==> src/rtl/writeback_unit.sv <==
// Register-file write-back stage: merges single-cycle ALU results with
// load results buffered in a small FIFO. It also tracks which registers
// are waiting on an outstanding load, so the decoder can stall on
// load-use hazards.
module writeback_unit #(
    parameter int LSU_FIFO_DEPTH = 4
) (
    input  logic                              clock,
    input  logic                              reset,
    input  logic                              alu_valid,
    input  logic [3:0]                        alu_rd,
    input  logic [31:0]                       alu_data,
    input  logic                              lsu_valid,
    output logic                              lsu_ready,
    input  logic [3:0]                        lsu_rd,
    input  logic [31:0]                       lsu_data,
    input  logic                              issue_valid,
    input  logic [3:0]                        issue_rd,
    output logic                              issue_ready,
    input  logic [3:0]                        query_loc_1,
    input  logic [3:0]                        query_loc_2,
    output logic                              hazard_1,
    output logic                              hazard_2,
    output logic                              do_write,
    output logic [3:0]                        write_loc,
    output logic [31:0]                       write_data,
    output logic [$clog2(LSU_FIFO_DEPTH):0]   fifo_count
);

    localparam int PTR_W = $clog2(LSU_FIFO_DEPTH);
    localparam int CNT_W = PTR_W + 1;

    typedef struct packed {
        logic [3:0]  rd;
        logic [31:0] data;
    } load_entry_t;

    load_entry_t      fifo_mem [LSU_FIFO_DEPTH];
    logic [PTR_W-1:0] head_ptr;
    logic [PTR_W-1:0] tail_ptr;
    logic [CNT_W-1:0] count_q;
    logic [15:0]      pending;

    logic             alu_commit;
    logic             push;
    logic             pop;
    load_entry_t      head_entry;
    logic [15:0]      set_mask;
    logic [15:0]      clear_mask;

    // ALU results win the write port; x0 results are dropped and never block a pop.
    assign alu_commit = alu_valid && (alu_rd != 4'd0);
    assign lsu_ready  = (count_q < CNT_W'(LSU_FIFO_DEPTH));
    // Loads to x0 are handshaken but never stored.
    assign push       = lsu_valid && lsu_ready && (lsu_rd != 4'd0);
    assign pop        = !alu_commit && (count_q != '0);
    assign head_entry = fifo_mem[head_ptr];
    assign fifo_count = count_q;

    assign issue_ready = (issue_rd == 4'd0) || !pending[issue_rd];
    assign hazard_1    = (query_loc_1 != 4'd0) && pending[query_loc_1];
    assign hazard_2    = (query_loc_2 != 4'd0) && pending[query_loc_2];

    // Scoreboard updates for this edge: new load issues set, load pops clear.
    always_comb begin
        // NOTE: every output of a combinational block gets a default first so no latch is inferred.
        set_mask   = '0;
        clear_mask = '0;
        if (issue_valid && issue_ready && (issue_rd != 4'd0))
            set_mask[issue_rd] = 1'b1;
        if (pop)
            clear_mask[head_entry.rd] = 1'b1;
    end

    // Load-result storage; contents are only meaningful between the pointers.
    always_ff @(posedge clock) begin
        // NOTE: the data array has no reset; validity is carried by the pointers and count, which are reset.
        if (push)
            fifo_mem[tail_ptr] <= '{rd: lsu_rd, data: lsu_data};
    end

    // FIFO pointers and occupancy; pointers wrap naturally at the power-of-two depth.
    always_ff @(posedge clock or posedge reset) begin
        if (reset) begin
            // NOTE: sequential state uses non-blocking assignments so every flop sees pre-edge values.
            head_ptr <= '0;
            tail_ptr <= '0;
            count_q  <= '0;
        end else begin
            if (push)
                tail_ptr <= tail_ptr + PTR_W'(1);
            if (pop)
                head_ptr <= head_ptr + PTR_W'(1);
            case ({push, pop})
                2'b10:   count_q <= count_q + CNT_W'(1);
                2'b01:   count_q <= count_q - CNT_W'(1);
                default: count_q <= count_q;
            endcase
        end
    end

    // Registered write port: ALU first, then FIFO head, else idle with held index/data.
    always_ff @(posedge clock or posedge reset) begin
        if (reset) begin
            do_write   <= 1'b0;
            write_loc  <= 4'd0;
            write_data <= 32'd0;
        end else if (alu_commit) begin
            do_write   <= 1'b1;
            write_loc  <= alu_rd;
            write_data <= alu_data;
        end else if (pop) begin
            do_write   <= 1'b1;
            write_loc  <= head_entry.rd;
            write_data <= head_entry.data;
        end else begin
            do_write   <= 1'b0;
        end
    end

    // Pending-load scoreboard; a clear and set of different registers both take effect.
    always_ff @(posedge clock or posedge reset) begin
        if (reset)
            pending <= '0;
        else
            pending <= (pending & ~clear_mask) | set_mask;
    end

endmodule
==> config.mk <==
export PLATFORM = sky130hd
export DESIGN_NAME = writeback_unit
export DESIGN_NICKNAME = d
export VERILOG_FILES = /design/src/rtl/writeback_unit.sv
export SDC_FILE = /design/constraint.sdc
export NUM_CORES = 1
export LEC_CHECK = 0
export ABC_AREA = 1
export CAP_MARGIN = 15
export CORE_UTILIZATION = 54
export DETAILED_ROUTE_END_ITERATION = 6
export PLACE_DENSITY_LB_ADDON = 0.25
export SYNTH_ARGS = -nofsm -noshare
export SYNTH_HDL_FRONTEND = slang
export SYNTH_SLANG_ARGS = --single-unit
==> constraint.sdc <==
create_clock -name clock -period 3.1 [get_ports clock]
set_clock_uncertainty 0.15 [all_clocks]
set_input_delay 0.775 -clock clock [delete_from_list [all_inputs] [get_ports clock]]
set_output_delay 0.775 -clock clock [all_outputs]
set_load 0.005 [all_outputs]
* Word-level counts from Yosys, hierarchy flattened
Memories as Yosys holds them, arrays and structs flattened. Index checks and enable logic that the tools add are counted.
Storage, ports and cells: word-level logic and storage cells 67, memories kept 1, register bits after elaboration 60, bits in latches 0, input bits 89, output and inout port bits 44, RAM bits 144, memory bits (read-only) 0
Memories:
- fifo_mem | words 4, bits a word 36, read ports 1, clocked after Yosys merged registers in 0, write ports 1, line 38 | load_entry_t fifo_mem [LSU_FIFO_DEPTH];
Cells by class: reduce and logical (&&, ||, !) cells 22, mux-type cells 21, shift-type cells 0, $lt $le $gt $ge 7, equal/unequal tests 2, add/sub/neg operators 4, $mul 0, divide/modulo/power cells 0, bitwise operators 3
Operator list (count):
- 32-bit two-way mux | 2
- 16-bit two-way mux | 2
- 4-bit by 5-bit less-than comparator with 1-bit output, second input constant | 4
- 4-bit nonzero test | 5
- 16-bit bitwise AND | 1
- 16-bit inverter | 1
- 16-bit OR | 1
- 1-bit binary-select mux with 4-bit select | 3
- 1-bit logical AND | 10
- 1-bit two-way mux | 9
- 1-bit demux with 4-bit select | 2
- 4-bit by 1-bit greater-or-equal comparator with 1-bit output, second input constant | 2
- 4-bit two-way mux | 2
- 3-bit case mux with 2 select lines | 1
- 2-bit by 1-bit adder with 2-bit output, second input constant | 2
- 4-bit zero test | 1
- 2-bit nonzero test | 2
- 3-bit by 1-bit adder with 3-bit output, second input constant | 1
- 3-bit less-than comparator, second input constant | 1
- 3-bit nonzero test | 1
- 3-bit by 1-bit subtractor with 3-bit output, second input constant | 1
- 2-bit by 1-bit == test with 1-bit output, second input constant | 1
- 2-bit == test, second input constant | 1
- 1-bit zero test | 2
- 1-bit logical OR | 1

* Depth between registers and ports, before layout
An unclocked memory read counts as a cell.
word-level depth 9, gate-level depth with buffers 12, mapped depth without buffers 11

* Worst setup path after synthesis
OpenSTA, ideal clock, no wires.
kind in2reg, start point in lsu_rd[3], end point mem fifo_mem[0][0] in the netlist's numbering, enable pin, data arrival time 2.631 ns, slack -0.111 ns, cell stages on the path 4, cells stage by stage nor2_1 -> nand2_1 -> nand3_1 -> nor2_1
Between the ends: longest elaborated chain between the ends 4
RTL lines:
- from (decl) | line 15 | input logic [3:0] lsu_rd,
- 4-bit nonzero test | line 55 | assign push = lsu_valid && lsu_ready && (lsu_rd != 4'd0);
- 1-bit logical AND | line 55
- 1-bit two-way mux | line 78 | if (push)
- 1-bit two-way mux (not written as such) | line 79 | fifo_mem[tail_ptr] <= '{rd: lsu_rd, data: lsu_data};
- to (decl) | line 38
No other way between the ends.

* Final worst setup path
start point in issue_rd[1], end point out issue_ready
Between the ends: longest elaborated chain between the ends 4
RTL lines:
- from (decl) | line 18 | input logic [3:0] issue_rd,
- 1-bit binary-select mux with 4-bit select | line 60 | assign issue_ready = (issue_rd == 4'd0) || !pending[issue_rd];
- 1-bit two-way mux (not written as such) | line 60
- 1-bit zero test | line 60
- 1-bit logical OR (*) | line 60
- to (decl) | line 19 | output logic issue_ready,
Every way passes the cells marked *; elsewhere a longest branch is shown, timed or not. The select of a mux whose other input is x is not followed.

==> results_dict.tcl <==
set metrics [dict create \
    final_util_pct 72.1 \
    dieArea_um2 16600 \
    crit_buf_inv 3 \
    cts.sinks 204 \
    grt_pass1_wl_mm 31.1 \
    crit_path_top_delay_cell "clkdlybuf4s50_1" \
    tightestPinTransition_ns 0.949 \
    grt_pass1_vias 6342 \
    portBuffers 132 \
    holdCritPathClass "reg -> reg" \
    antenna_cells 0 \
    syn2layout_area_growth_pct 28.2 \
    ys_seq_area_share_pct 67.1 \
    syn_avg_cell_area_um2 10.6 \
    crit_start "issue_rd[1]" \
    nets 1063 \
    worst_hold_slack_ns 0.334 \
    yosysWarnings 0 \
    syn-cell-area_um2 8680 \
    clkTransAtPathRegs_ns 0.06 \
    hold_viol 0 \
    netlist_instances 822 \
    path_max_fanout 6 \
    total_power_mw 9.72 \
    p_leak_nw 4.33 \
    grt_usage_pct 24.2 \
    cts_hold_buf 0 \
    crit_type "in -> out" \
    wl_mm 19.8 \
    die_h_um 129 \
    setup_violations 0 \
    start_util_pct 56.2 \
    crit_top_cell "nand2_1" \
    slew_headroom_pct 36.6 \
    path_cells "clkdlybuf4s50_1 -> buf_4 -> nand2_1 -> nand2_1 -> nand2_1 -> nand2_1 -> o22ai_1 -> dlygate4sd2_1" \
    vias 6469 \
    cp-end-kind "primary output" \
    ys_ff_latch 204 \
    worstPathArrival_ns 2.02 \
    synth-xor-area-share_pct 0.404 \
    drcViolationCount 0 \
    fin_crit_ns 2.95 \
    die_x_um 129 \
    overflow 0 \
    min_period_over_period_pct 95.0 \
    hp-start "write_loc[1]" \
    dp_hpwl_mm 11.9 \
    grt_start_max_net_pins 76 \
    ios 133 \
    drv_cap 0 \
    powerDensity_nw_per_um2 873 \
    core_um2 15400 \
    post-place-ws_ns -0.203 \
    synth_top_family_by_area "simple AND/OR/NAND/NOR gates" \
    synthMuxAreaShare_pct 0 \
    synth_cell_types 29 \
    drive_gt1_share_pct 8.95 \
    slew_viol_final 0 \
    outcome "complete, no violations" \
    fp-row-count 45 \
    path_delay_family "buffers and inverters" \
    wl_per_cell_um 16.6 \
    worst_slack_ns 0.155 \
    vdd_ir_drop_max_mv 0.566 \
    cp-start-kind "primary input" \
    globalplace.congestion 0.910 \
    grt_antenna_before_repair 0 \
    drtAntennaViolNets 0 \
    cts-buffers-inserted 21 \
    rsz0062_at_grt "false" \
    max_stage_delay_ns 0.49 \
    vias_per_cell 5.42 \
    cts_root_buffer "clkbuf_16" \
    clock.fmax_mhz 340 \
    worstSkewPairLatency_ns 0.49 \
    crit_required_ns 2.17 \
    r2r-start "head_ptr[0]" \
    post-cts-setup-buffer-count 0 \
    htreeDepth 1 \
    synth_compound_area_share_pct 9.33 \
    drtPass1Iterations 5 \
    yosys.area_share.adder_pct 0.952 \
    cts.path.max_buffers 3 \
    syn_nets 917 \
    synth-simple-area-share_pct 18.3 \
    drt_first_iter_violations 515 \
    cts_tree "done" \
]
## sequential cells by signal, summed over array words and instances, names as in the netlist
| register | flops |
|---|---|
| pending | 16 |
| write_data | 32 |
| head_ptr | 2 |
| fifo_count | 3 |
| tail_ptr | 2 |
| fifo_mem | 144 |
| do_write | 1 |
| write_loc | 4 |
## per-layer routing
layer	up-vias	wire [um]	track usage (%)
li1	3122	-	-
met1	3096	8370	31.3
met2	215	9850	42.1
met3	36	1170	3.41
met4	0	450	8.17
met5	-	0	0
## Yosys cell counts
cell	number	share of area (%)
o21a_1	2	0.17
clkbuf_1	12	0.52
a21oi_1	25	1.4
nand2_2	7	0.50
edfxtp_1	144	50
o22ai_1	27	1.9
o21ai_1	5	0.29
nor2_2	1	0.072
inv_1	32	1.4
xor2_1	3	0.30
ha_1	5	0.72
nand3_2	2	0.23
o211ai_1	7	0.61
buf_6	4	0.52
nor2_4	4	0.52
inv_2	4	0.17
dfrtp_1	60	17
nand2_1	222	9.6
buf_1	1	0.043
buf_4	2	0.17
a31oi_1	2	0.14
o21ai_0	82	4.7
nand2_4	1	0.13
clkinv_1	1	0.043
buf_2	17	0.98
nand3_1	61	3.5
xnor2_1	1	0.10
nor2_1	87	3.8
fa_1	1	0.23
## power by group
part           switching (mW)  total, mW  leakage (nW)  internal, mW
Combinational            1.84       3.11          1.94          1.27
Sequential              0.326       3.87          2.03          3.55
Clock                    1.04       2.74         0.361          1.70
Total                    3.20       9.72          4.33          6.52
## layout make-up
cell class	count	area, um^2
Inverter	37	139
Tap cell	211	264
Timing Repair Buffer	159	1590
Clock inverter	13	213
Multi-Input combinational cell	545	2550
Fill cell	1135	4300
Clock buffer	25	551
Sequential cell	204	5830
## per-stage QoR
step / setup TNS (ns) / std cells / instance area [um^2]
2_1_floorplan: -15.96 / 822 / 8680
3_3_place_gp: -0.531 / 1155 / 10400
3_5_place_dp: -0.581 / 1155 / 10400
4_1_cts: 0 / 1193 / 11100
5_1_grt: 0 / 1194 / 11100
6_report: 0 / 1194 / 11100
## final timing paths
kind / end / slack [ns] / depth (start not counted)
worst max register to register: pending[13] / 0.92 / 8
max in group asynchronous: head_ptr[0] / 1.97 / 3
worst min register to register: write_loc[1] / 0.33 / 2
worst max-delay path: issue_ready / 0.15 / 8
worst min-delay path: write_loc[1] / 0.33 / 2
min in group asynchronous: write_data[8] / 0.54 / 3
## cells by family (layout without fill, tap and decap cells)
kind of cell / Yosys count / count (layout)
adder cells (fa/ha/maj): 6 / 6
flip-flops: 204 / 204
AND/OR/NAND/NOR: 385 / 385
AO/OA/AOI/OAI: 150 / 150
XOR/XNOR: 4 / 4
buffers and inverters: 73 / 234
## placed cells by master (no fill, tap or decap), types with 7 or more instances in the layout
cell,instances
a21oi_1,25
buf_4,21
clkbuf_16,21
clkdlybuf4s50_1,125
dfrtp_1,59
edfxtp_1,144
inv_1,31
nand2_1,222
nand2_2,7
nand3_1,61
nor2_1,83
nor2_4,8
o211ai_1,7
o21ai_0,82
o22ai_1,27
## tightest hold or removal path, delay by kind of cell, from the launching register on
kind | cells | cell delay (ns)
simple gates | 2 | 0.11
flops | 1 | 0.34
## timing repair
action	4_1_cts	5_1_grt
gates cloned	0	1
endpoints found under the setup margin	3	2
resized for setup	5	6
(Power assumes the default switching activity.)
